===== src/rtl/protobuf_pkg.sv =====
// Shared protobuf wire-format constants and types.
// Used by the varint decoder and the downstream field decoder.
package protobuf_pkg;

    localparam int unsigned MAX_VARINT_BYTES = 10;
    localparam int unsigned VARINT_VALUE_W   = 64;

    typedef enum logic [1:0] {
        IDLE,
        ACCUM,
        DISCARD
    } varint_state_t;

    function automatic logic VARINT_CONT(input logic [7:0] b);
        return b[7];
    endfunction

endpackage


===== src/rtl/protobuf_varint_decoder.sv =====
// Reassembles base-128 varints from a wire byte stream into zero-extended values,
// flagging overlong varints and varints cut short by end of message.
module protobuf_varint_decoder
    import protobuf_pkg::*;
#(
    parameter int unsigned MAX_BYTES = MAX_VARINT_BYTES,
    parameter int unsigned VALUE_W   = VARINT_VALUE_W
) (
    input  logic               clk,
    input  logic               rst,
    input  logic [7:0]         in_data,
    input  logic               in_valid,
    output logic               in_ready,
    input  logic               in_last,
    output logic [VALUE_W-1:0] out_value,
    output logic [3:0]         out_nbytes,
    output logic               out_last,
    output logic               out_valid,
    input  logic               out_ready,
    output logic               err_overlong,
    output logic               err_truncated
);

    // Lanes are written into a vector wide enough for every byte, then the
    // bits at or above VALUE_W are dropped by the final slice.
    localparam int unsigned LanesW = 7 * MAX_BYTES;
    localparam int unsigned WideW  = (LanesW > VALUE_W) ? LanesW : VALUE_W;
    localparam int unsigned IdxW   = $clog2(WideW);

    varint_state_t      state_q, state_d;
    logic [VALUE_W-1:0] acc_q, acc_d;
    logic [3:0]         count_q, count_d;
    logic [VALUE_W-1:0] out_value_q, out_value_d;
    logic [3:0]         out_nbytes_q, out_nbytes_d;
    logic               out_last_q, out_last_d;
    logic               out_valid_q, out_valid_d;
    logic               err_overlong_q, err_overlong_d;
    logic               err_truncated_q, err_truncated_d;

    logic               accept;
    logic               cont;
    logic [IdxW-1:0]    lane_lsb;
    logic [WideW-1:0]   wide;
    logic [VALUE_W-1:0] merged;

    assign in_ready = !out_valid_q || out_ready;
    assign accept   = in_valid && in_ready;
    assign cont     = VARINT_CONT(in_data);

    always_comb begin
        lane_lsb = IdxW'(7 * count_q);
        wide     = WideW'(acc_q);
        wide[lane_lsb +: 7] = in_data[6:0];
        merged   = wide[VALUE_W-1:0];
    end

    always_comb begin
        state_d         = state_q;
        acc_d           = acc_q;
        count_d         = count_q;
        out_value_d     = out_value_q;
        out_nbytes_d    = out_nbytes_q;
        out_last_d      = out_last_q;
        out_valid_d     = out_valid_q && !out_ready;
        err_overlong_d  = 1'b0;
        err_truncated_d = 1'b0;

        if (accept) begin
            unique case (state_q)
                IDLE, ACCUM: begin
                    if (!cont) begin
                        out_valid_d  = 1'b1;
                        out_value_d  = merged;
                        out_nbytes_d = count_q + 4'd1;
                        out_last_d   = in_last;
                        acc_d        = '0;
                        count_d      = '0;
                        state_d      = IDLE;
                    end else if (in_last) begin
                        err_truncated_d = 1'b1;
                        acc_d           = '0;
                        count_d         = '0;
                        state_d         = IDLE;
                    end else if (count_q == 4'(MAX_BYTES - 1)) begin
                        err_overlong_d = 1'b1;
                        acc_d          = '0;
                        count_d        = '0;
                        state_d        = DISCARD;
                    end else begin
                        acc_d   = merged;
                        count_d = count_q + 4'd1;
                        state_d = ACCUM;
                    end
                end
                DISCARD: begin
                    if (!cont || in_last) begin
                        state_d = IDLE;
                    end
                end
                default: state_d = IDLE;
            endcase
        end
    end

    always_ff @(posedge clk) begin
        if (rst) begin
            state_q         <= IDLE;
            acc_q           <= '0;
            count_q         <= '0;
            out_value_q     <= '0;
            out_nbytes_q    <= '0;
            out_last_q      <= 1'b0;
            out_valid_q     <= 1'b0;
            err_overlong_q  <= 1'b0;
            err_truncated_q <= 1'b0;
        end else begin
            state_q         <= state_d;
            acc_q           <= acc_d;
            count_q         <= count_d;
            out_value_q     <= out_value_d;
            out_nbytes_q    <= out_nbytes_d;
            out_last_q      <= out_last_d;
            out_valid_q     <= out_valid_d;
            err_overlong_q  <= err_overlong_d;
            err_truncated_q <= err_truncated_d;
        end
    end

    assign out_value     = out_value_q;
    assign out_nbytes    = out_nbytes_q;
    assign out_last      = out_last_q;
    assign out_valid     = out_valid_q;
    assign err_overlong  = err_overlong_q;
    assign err_truncated = err_truncated_q;

endmodule


===== config.mk =====
export PLATFORM = sky130hd
export DESIGN_NAME = protobuf_varint_decoder
export DESIGN_NICKNAME = d
export VERILOG_FILES = /design/src/rtl/protobuf_pkg.sv /design/src/rtl/protobuf_varint_decoder.sv
export SDC_FILE = /design/constraint.sdc
export NUM_CORES = 1
export LEC_CHECK = 0
export CELL_PAD_IN_SITES_DETAIL_PLACEMENT = 1
export CELL_PAD_IN_SITES_GLOBAL_PLACEMENT = 2
export CORE_UTILIZATION = 34
export CTS_CLUSTER_DIAMETER = 150
export CTS_CLUSTER_SIZE = 8
export DETAILED_ROUTE_END_ITERATION = 8
export PLACE_DENSITY_LB_ADDON = 0.1
export SYNTH_ARGS = -nofsm -noshare
export SYNTH_HDL_FRONTEND = slang
export SYNTH_SLANG_ARGS = --single-unit

===== constraint.sdc =====
create_clock -name clk -period 2.7 [get_ports clk]
set_input_delay 0.27 -clock clk [delete_from_list [all_inputs] [get_ports clk]]
set_output_delay 0.27 -clock clk [all_outputs]
set_load 0.005 [all_outputs]

==> metrics.log, run 1 <==
INFO  metric status = completed
INFO  metric cts_buffers = 17
INFO  metric cts.sinks = 142
INFO  metric final_core_util = 46.2%
INFO  metric critPathKind = reg -> reg
INFO  metric pwr_density_cell = 652 mW/mm^2
INFO  metric die_width = 134 um
INFO  metric arrival = 2.61 ns
INFO  metric finalPower = 5.05 mW
INFO  metric cell_type_with_the_largest_total_area_after_synthesis = sky130_fd_sc_hd__dfxtp_1
INFO  metric maxCapViolations = 0
INFO  metric yosys-top-cells-count = sky130_fd_sc_hd__dfxtp_1, sky130_fd_sc_hd__nor2_1, sky130_fd_sc_hd__nand2_1
INFO  metric worst_pin_slew = 0.975 ns
INFO  metric r2r.worst_path.cells = 6
INFO  metric dpl-instance-area = 0.00712 mm^2
INFO  metric cts_root_buf = sky130_fd_sc_hd__clkbuf_16
INFO  metric route.vias.total = 5157
INFO  metric timing.rr.end = acc_q[40]
INFO  metric critical-path-max-stage-delay = 0.61 ns
INFO  metric max-slew-margin-rel = 34.8%
INFO  metric drt_drc_violations_left = 0
INFO  metric synth_xor_xnor_area_share = 0.296%
INFO  metric critical_path.cell_chain = inv_1, ha_1, nor2b_1, a32oi_1, a21oi_1, o22ai_1
INFO  metric finalCritPeriodShare = 86.4%
INFO  metric synth_adder_area_share = 1.06%
INFO  metric dieArea = 0.0179 mm^2
INFO  metric fp.dieH = 134 um
INFO  metric finalSetupViolCount = 0
INFO  metric irDropWorstVdd = 442 uV
INFO  metric flow.area_growth_from_synthesis = 31.0%
INFO  metric report.final.hold_viol_count = 0
INFO  metric r2r_start = count_q[0]
INFO  metric syn-mean-instance-area = 9.72 um^2
INFO  metric fraction_of_layout_cells_with_a_size_suffix_above_1 = 13.5%
INFO  metric synth_flop_type = sky130_fd_sc_hd__dfxtp_1
INFO  metric hold_ws = 0.107 ns
INFO  metric hold_start = rst
INFO  metric synth.area.top_cells = sky130_fd_sc_hd__dfxtp_1, sky130_fd_sc_hd__mux2i_1, sky130_fd_sc_hd__a211oi_1
INFO  metric antenna_cells = 0
INFO  metric cp-start-kind = flip-flop
INFO  metric drt_wl_total = 18000 um
INFO  metric holdPathStages = 2
INFO  metric top_level_ports = 86
INFO  metric drt.antenna.violating_nets = 0
INFO  metric synthMostInstantiatedCell = sky130_fd_sc_hd__dfxtp_1
INFO  metric netlist_area = 0.00591 mm^2
INFO  metric crit_family = compound AO/OA/AOI/OAI gates
INFO  metric gr-total-overflow = 0
INFO  metric multi_input_area = 0.00284 mm^2
INFO  metric placementRows = 47
INFO  metric drt-vias-per-instance = 5.53
INFO  metric yosysWarnings = 0
INFO  metric synth_simple_gate_area_share = 17.3%
INFO  metric clock_tree_from_tritoncts = built
INFO  metric synth_cell_types = 61
INFO  metric crit_path_max_fanout = 11
INFO  metric synth_seq_cells = 142
INFO  metric fin_tns_setup = 0 ns
INFO  metric pin_count_of_the_biggest_net_entering_global_routing = 74
INFO  metric crit_buf_inv = 1
INFO  metric detailed_place_hpwl = 12300 um
INFO  metric ys_seq_area_share = 48.1%
INFO  metric antenna_found_initial = 0
INFO  metric routed_len_inst = 19.3 um
INFO  metric final_max_slew_viol_count = 0
INFO  metric min_path_type = in -> reg
INFO  metric detail_route.first_pass.iterations = 6
INFO  metric clock_tree.buffer_depth = 2
INFO  metric hold-path-endpoint = count_q[0]
INFO  metric min_period = 2.33 ns
INFO  metric detailedRoute.firstIterationViolations = 207
INFO  metric grt_first_pass_wirelength = 29400 um
INFO  metric clkLatencyLatePin = 0.42 ns
INFO  metric synth.top_cell.area_share = 48.1%
INFO  metric start_util = 35.3%
INFO  metric syn-num-nets = 626
INFO  metric seq_area = 0.00284 mm^2
INFO  metric grt_pass1_vias = 5361
INFO  metric cts.reportedPaths.clkPinSlew = 0.06 ns
INFO  metric cts_hold_repair.buffers = 0
INFO  metric synthArstFlopShare = 0%
INFO  metric number_of_port_buffers = 85
INFO  metric post-route-cell-area = 0.00774 mm^2
INFO  metric synth-edff-count = 0
INFO  metric synth_compound_gate_area_share = 23.4%
INFO  metric postCtsResizedCells = 0
INFO  metric design.final.nets = 717
INFO  metric skew = 0.00634 ns
INFO  metric synth.area.mux_share = 5.93%
INFO  metric fmax = 428 MHz
INFO  metric ff2ff_setup_slack = 0.37 ns
INFO  metric track_usage = 21.1%
INFO  metric fp.coreArea = 0.0168 mm^2
INFO  metric post-cts-setup-buffer-count = 0
INFO  metric slowest_stage = sky130_fd_sc_hd__a21oi_1
INFO  metric synth_top_family_by_area = compound AO/OA/AOI/OAI gates
INFO  metric fillerInstances = 1869
INFO  metric post_synth_inst_count = 608
INFO  metric rsz0062_at_grt = no
INFO  metric htreeDepth = 4
INFO  metric cellLeakagePower = 2.81 nW
INFO  metric gp_congestion = 0.805
INFO  metric end_kind = flip-flop
INFO  metric cp.required = 2.98 ns
==> routing by layer <==
layer  wire (um)  vias up  GRT usage, %
li1            -     2465             -
met3         538       21          4.12
met5           0        -             0
met4         362        0          7.64
met2        8610      108          34.4
met1        8470     2563          27.7
==> placed cells by master, fill, tap and decap left out, drive strengths merged, types with 8 or more instances in the layout <==
cell type and count:
a22oi 15, a211oi 38, nor2b 8, o21ai 16, nand3 21, buf 38
a32oi 10, a21oi 15, o22ai 15, o221ai 14, nor2 68, dfxtp 142
nand2 48, a22o 20, clkdlybuf4s50 84, mux2i 35, nor3 8, clkbuf 21
a32o 11
==> stage by stage <==
step / worst slack (ns) / instances
after floorplan: 0.465 / 608
after global placement: 0.451 / 900
after detailed placement: 0.398 / 900
after CTS: 0.452 / 932
after global routing: 0.172 / 932
final: 0.366 / 932
==> worst register-to-register path, delay by kind of cell, from the launching register on <==
family	cells	cell delay [ns]
compound gates	3	0.97
fa+ha+maj	1	0.39
buf+inv	1	0.11
flops	1	0.31
simple gates	1	0.42
==> cell type report <==
type	count	area share (%)
clock buffers	21	5.95
clock inverters	11	2.12
inverters	5	0.242
multi-input cells	411	36.7
flip-flops and latches	142	36.7
well taps	220	3.56
repair buffers	122	14.7
==> logic make-up after synthesis <==
logic type / Yosys count
compound gates: 176
xor+xnor: 2
fa+ha+maj: 5
buf+inv: 55
flops: 142
mux: 35
simple gates: 193
==> state kept, by name (all words and copies together) (netlist names) <==
register       cells
acc_q             64
out_value         64
count_q            4
out_nbytes         4
state_q            2
err_overlong       1
err_truncated      1
out_last           1
out_valid          1
==> how the worst max path moves through the flow <==
stage | from | to | slack (ns) | cells after the start
after floorplan | count_q[0] | out_value[21] | 0.46 | 9
after global placement | in_data[7] | acc_q[17] | 0.45 | 5
after detailed placement | in_data[7] | acc_q[57] | 0.40 | 5
after CTS | count_q[0] | acc_q[36] | 0.45 | 6
after global routing | count_q[0] | acc_q[40] | 0.17 | 6
final | count_q[0] | acc_q[40] | 0.37 | 6
==> where the power goes <==
part | internal, mW | switching [mW] | leakage [nW] | total (mW)
Combinational | 0.162 | 0.232 | 1.36 | 0.394
Sequential | 2.14 | 0.0222 | 1.15 | 2.16
Clock | 1.59 | 0.904 | 0.303 | 2.49
Total | 3.89 | 1.16 | 2.81 | 5.05
No activity file was read; power rests on OpenSTA's default activity.
==> run 2, diff against run 1 <==
--- a/config.mk
+++ b/config.mk
@@ -7,10 +7,11 @@
 export LEC_CHECK = 0
 export CELL_PAD_IN_SITES_DETAIL_PLACEMENT = 1
 export CELL_PAD_IN_SITES_GLOBAL_PLACEMENT = 2
-export CORE_UTILIZATION = 34
+export CORE_UTILIZATION = 39
 export CTS_CLUSTER_DIAMETER = 150
 export CTS_CLUSTER_SIZE = 8
 export DETAILED_ROUTE_END_ITERATION = 8
+export DONT_BUFFER_PORTS = 1
 export PLACE_DENSITY_LB_ADDON = 0.1
 export SYNTH_ARGS = -nofsm -noshare
 export SYNTH_HDL_FRONTEND = slang
==> metrics.log, run 2 (synthesized netlist as in run 1, its figures left out) <==
INFO  metric critPathKind = reg -> reg
INFO  metric crit_path_max_fanout = 11
INFO  metric report.final.hold_viol_count = 0
INFO  metric cp.required = 3.07 ns
INFO  metric fillerInstances = 1597
INFO  metric die_width = 125 um
INFO  metric detailedRoute.firstIterationViolations = 307
INFO  metric final_max_slew_viol_count = 0
INFO  metric grt_first_pass_wirelength = 28200 um
INFO  metric finalSetupViolCount = 0
INFO  metric drt-vias-per-instance = 5.95
INFO  metric cts_root_buf = sky130_fd_sc_hd__clkbuf_16
INFO  metric maxCapViolations = 0
INFO  metric crit_family = compound AO/OA/AOI/OAI gates
INFO  metric gr-total-overflow = 0
INFO  metric top_level_ports = 86
INFO  metric cts.reportedPaths.clkPinSlew = 0.06 ns
INFO  metric detail_route.first_pass.iterations = 8
INFO  metric start_util = 40.4%
INFO  metric finalPower = 5.02 mW
INFO  metric antenna_cells = 0
INFO  metric fp.coreArea = 0.0146 mm^2
INFO  metric route.vias.total = 4787
INFO  metric status = finished, violations left
INFO  metric rsz0062_at_grt = no
INFO  metric grt_pass1_vias = 4899
INFO  metric cp-start-kind = flip-flop
INFO  metric routed_len_inst = 22.3 um
INFO  metric pwr_density_cell = 729 mW/mm^2
INFO  metric worst_pin_slew = 0.636 ns
INFO  metric final_cells = 804
INFO  metric detailed_place_hpwl = 10900 um
INFO  metric min_period = 2.56 ns
INFO  metric layout_common_cells = sky130_fd_sc_hd__dfxtp_1, sky130_fd_sc_hd__nor2_1, sky130_fd_sc_hd__nand2_1
INFO  metric placed_cells = 759
INFO  metric drt_drc_violations_left = 8
INFO  metric max-slew-margin-rel = 57.0%
INFO  metric post-route-cell-area = 0.00688 mm^2
INFO  metric arrival = 2.93 ns
INFO  metric mostFrequentLayoutCell = sky130_fd_sc_hd__dfxtp_1
INFO  metric dieArea = 0.0157 mm^2
INFO  metric fin_tns_setup = 0 ns
INFO  metric slowest_stage = sky130_fd_sc_hd__dfxtp_1
INFO  metric number_of_port_buffers = 0
INFO  metric drt_wl_total = 17900 um
INFO  metric drt.antenna.violating_nets = 0
INFO  metric final_core_util = 47.0%
INFO  metric critical_path.cell_chain = inv_1, ha_1, or2_1, o21ai_2, a32o_1, buf_4, and3_1, a32o_1
INFO  metric clock_tree.buffer_depth = 2
INFO  metric design.final.nets = 625
INFO  metric flow.area_growth_from_synthesis = 16.4%
INFO  metric fraction_of_layout_cells_with_a_size_suffix_above_1 = 12.9%
INFO  metric irDropWorstVdd = 440 uV
INFO  metric critical-path-max-stage-delay = 0.50 ns
INFO  metric clock_tree_from_tritoncts = built
INFO  metric pin_count_of_the_biggest_net_entering_global_routing = 82
INFO  metric cts.sinks = 142
INFO  metric failed_checks = design-rule violations
INFO  metric hold_ws = 0.00811 ns
INFO  metric end_kind = flip-flop
INFO  metric fp.dieH = 125 um
INFO  metric track_usage = 23.6%
INFO  metric gp_congestion = 0.783
INFO  metric cts_buffers = 17
INFO  metric crit_buf_inv = 2
INFO  metric clkLatencyLatePin = 0.43 ns
INFO  metric fmax = 391 MHz
INFO  metric skew = 0.00779 ns
INFO  metric min_path_type = in -> reg
INFO  metric dpl-instance-area = 0.00608 mm^2
INFO  metric antenna_found_initial = 0
INFO  metric post-cts-setup-buffer-count = 0
INFO  metric setup_ws = 0.141 ns
INFO  metric cellLeakagePower = 2.48 nW
INFO  metric placementRows = 44
INFO  metric critPathMostFrequentCell = sky130_fd_sc_hd__a32o_1
INFO  metric finalCritPeriodShare = 94.8%
INFO  metric detailedPlace.worstSlack = 0.153 ns
INFO  metric htreeDepth = 4
-- run 2: cell count changes in the layout (fill, tap and decap cells not counted), moves of 2 or more --
cell,delta
sky130_fd_sc_hd__clkdlybuf4s50_1,-84
sky130_fd_sc_hd__clkinvlp_4,+4
sky130_fd_sc_hd__inv_6,+2
sky130_fd_sc_hd__clkbuf_1,-2
sky130_fd_sc_hd__dlygate4sd3_1,+12
sky130_fd_sc_hd__clkinv_2,-4
sky130_fd_sc_hd__buf_4,-20
-- run 2: cell type report --
class                           instances  area, um^2  area share, %
Clock buffer                           20         467           6.78
Multi-Input combinational cell        411        2850           41.4
Inverter                                5        18.8          0.273
Clock inverter                         12         183           2.66
Sequential cell                       142        2840           41.3
Timing Repair Buffer                   30         288           4.18
Tap cell                              184         230           3.35
-- run 2: worst paths after layout --
check	end	slack [ns]	cells past startpoint	start
setup / recovery	acc_q[24]	0.14	8	count_q[0]
hold / removal	acc_q[3]	0.008	2	in_data[3]
hold reg to reg	acc_q[48]	0.47	2	acc_q[48]
setup reg to reg	acc_q[24]	0.14	8	count_q[0]
-- run 2: where the power goes --
part / total [mW] / switching [mW] / leakage (nW) / internal (mW)
Clock: 2.56 / 0.938 / 0.298 / 1.62
Combinational: 0.284 / 0.192 / 1.03 / 0.0915
Sequential: 2.17 / 0.0327 / 1.15 / 2.14
-- run 2: timing repair --
action | 4_1_cts | 5_1_grt
hold buffers | 13 | 0
hold endpoints to repair | 98 | 0
resized for setup | 0 | 2
setup endpoints to repair | 0 | 10
-- run 2: metal layers --
| layer | wire, um | GRT usage [%] | share of wire [%] |
|---|---|---|---|
| met3 | 1260 | 6.16 | 7.0 |
| met4 | 302 | 8.75 | 1.7 |
| met2 | 8200 | 37.5 | 46 |
| met5 | 0 | 0 | 0 |
| met1 | 8160 | 30.9 | 46 |
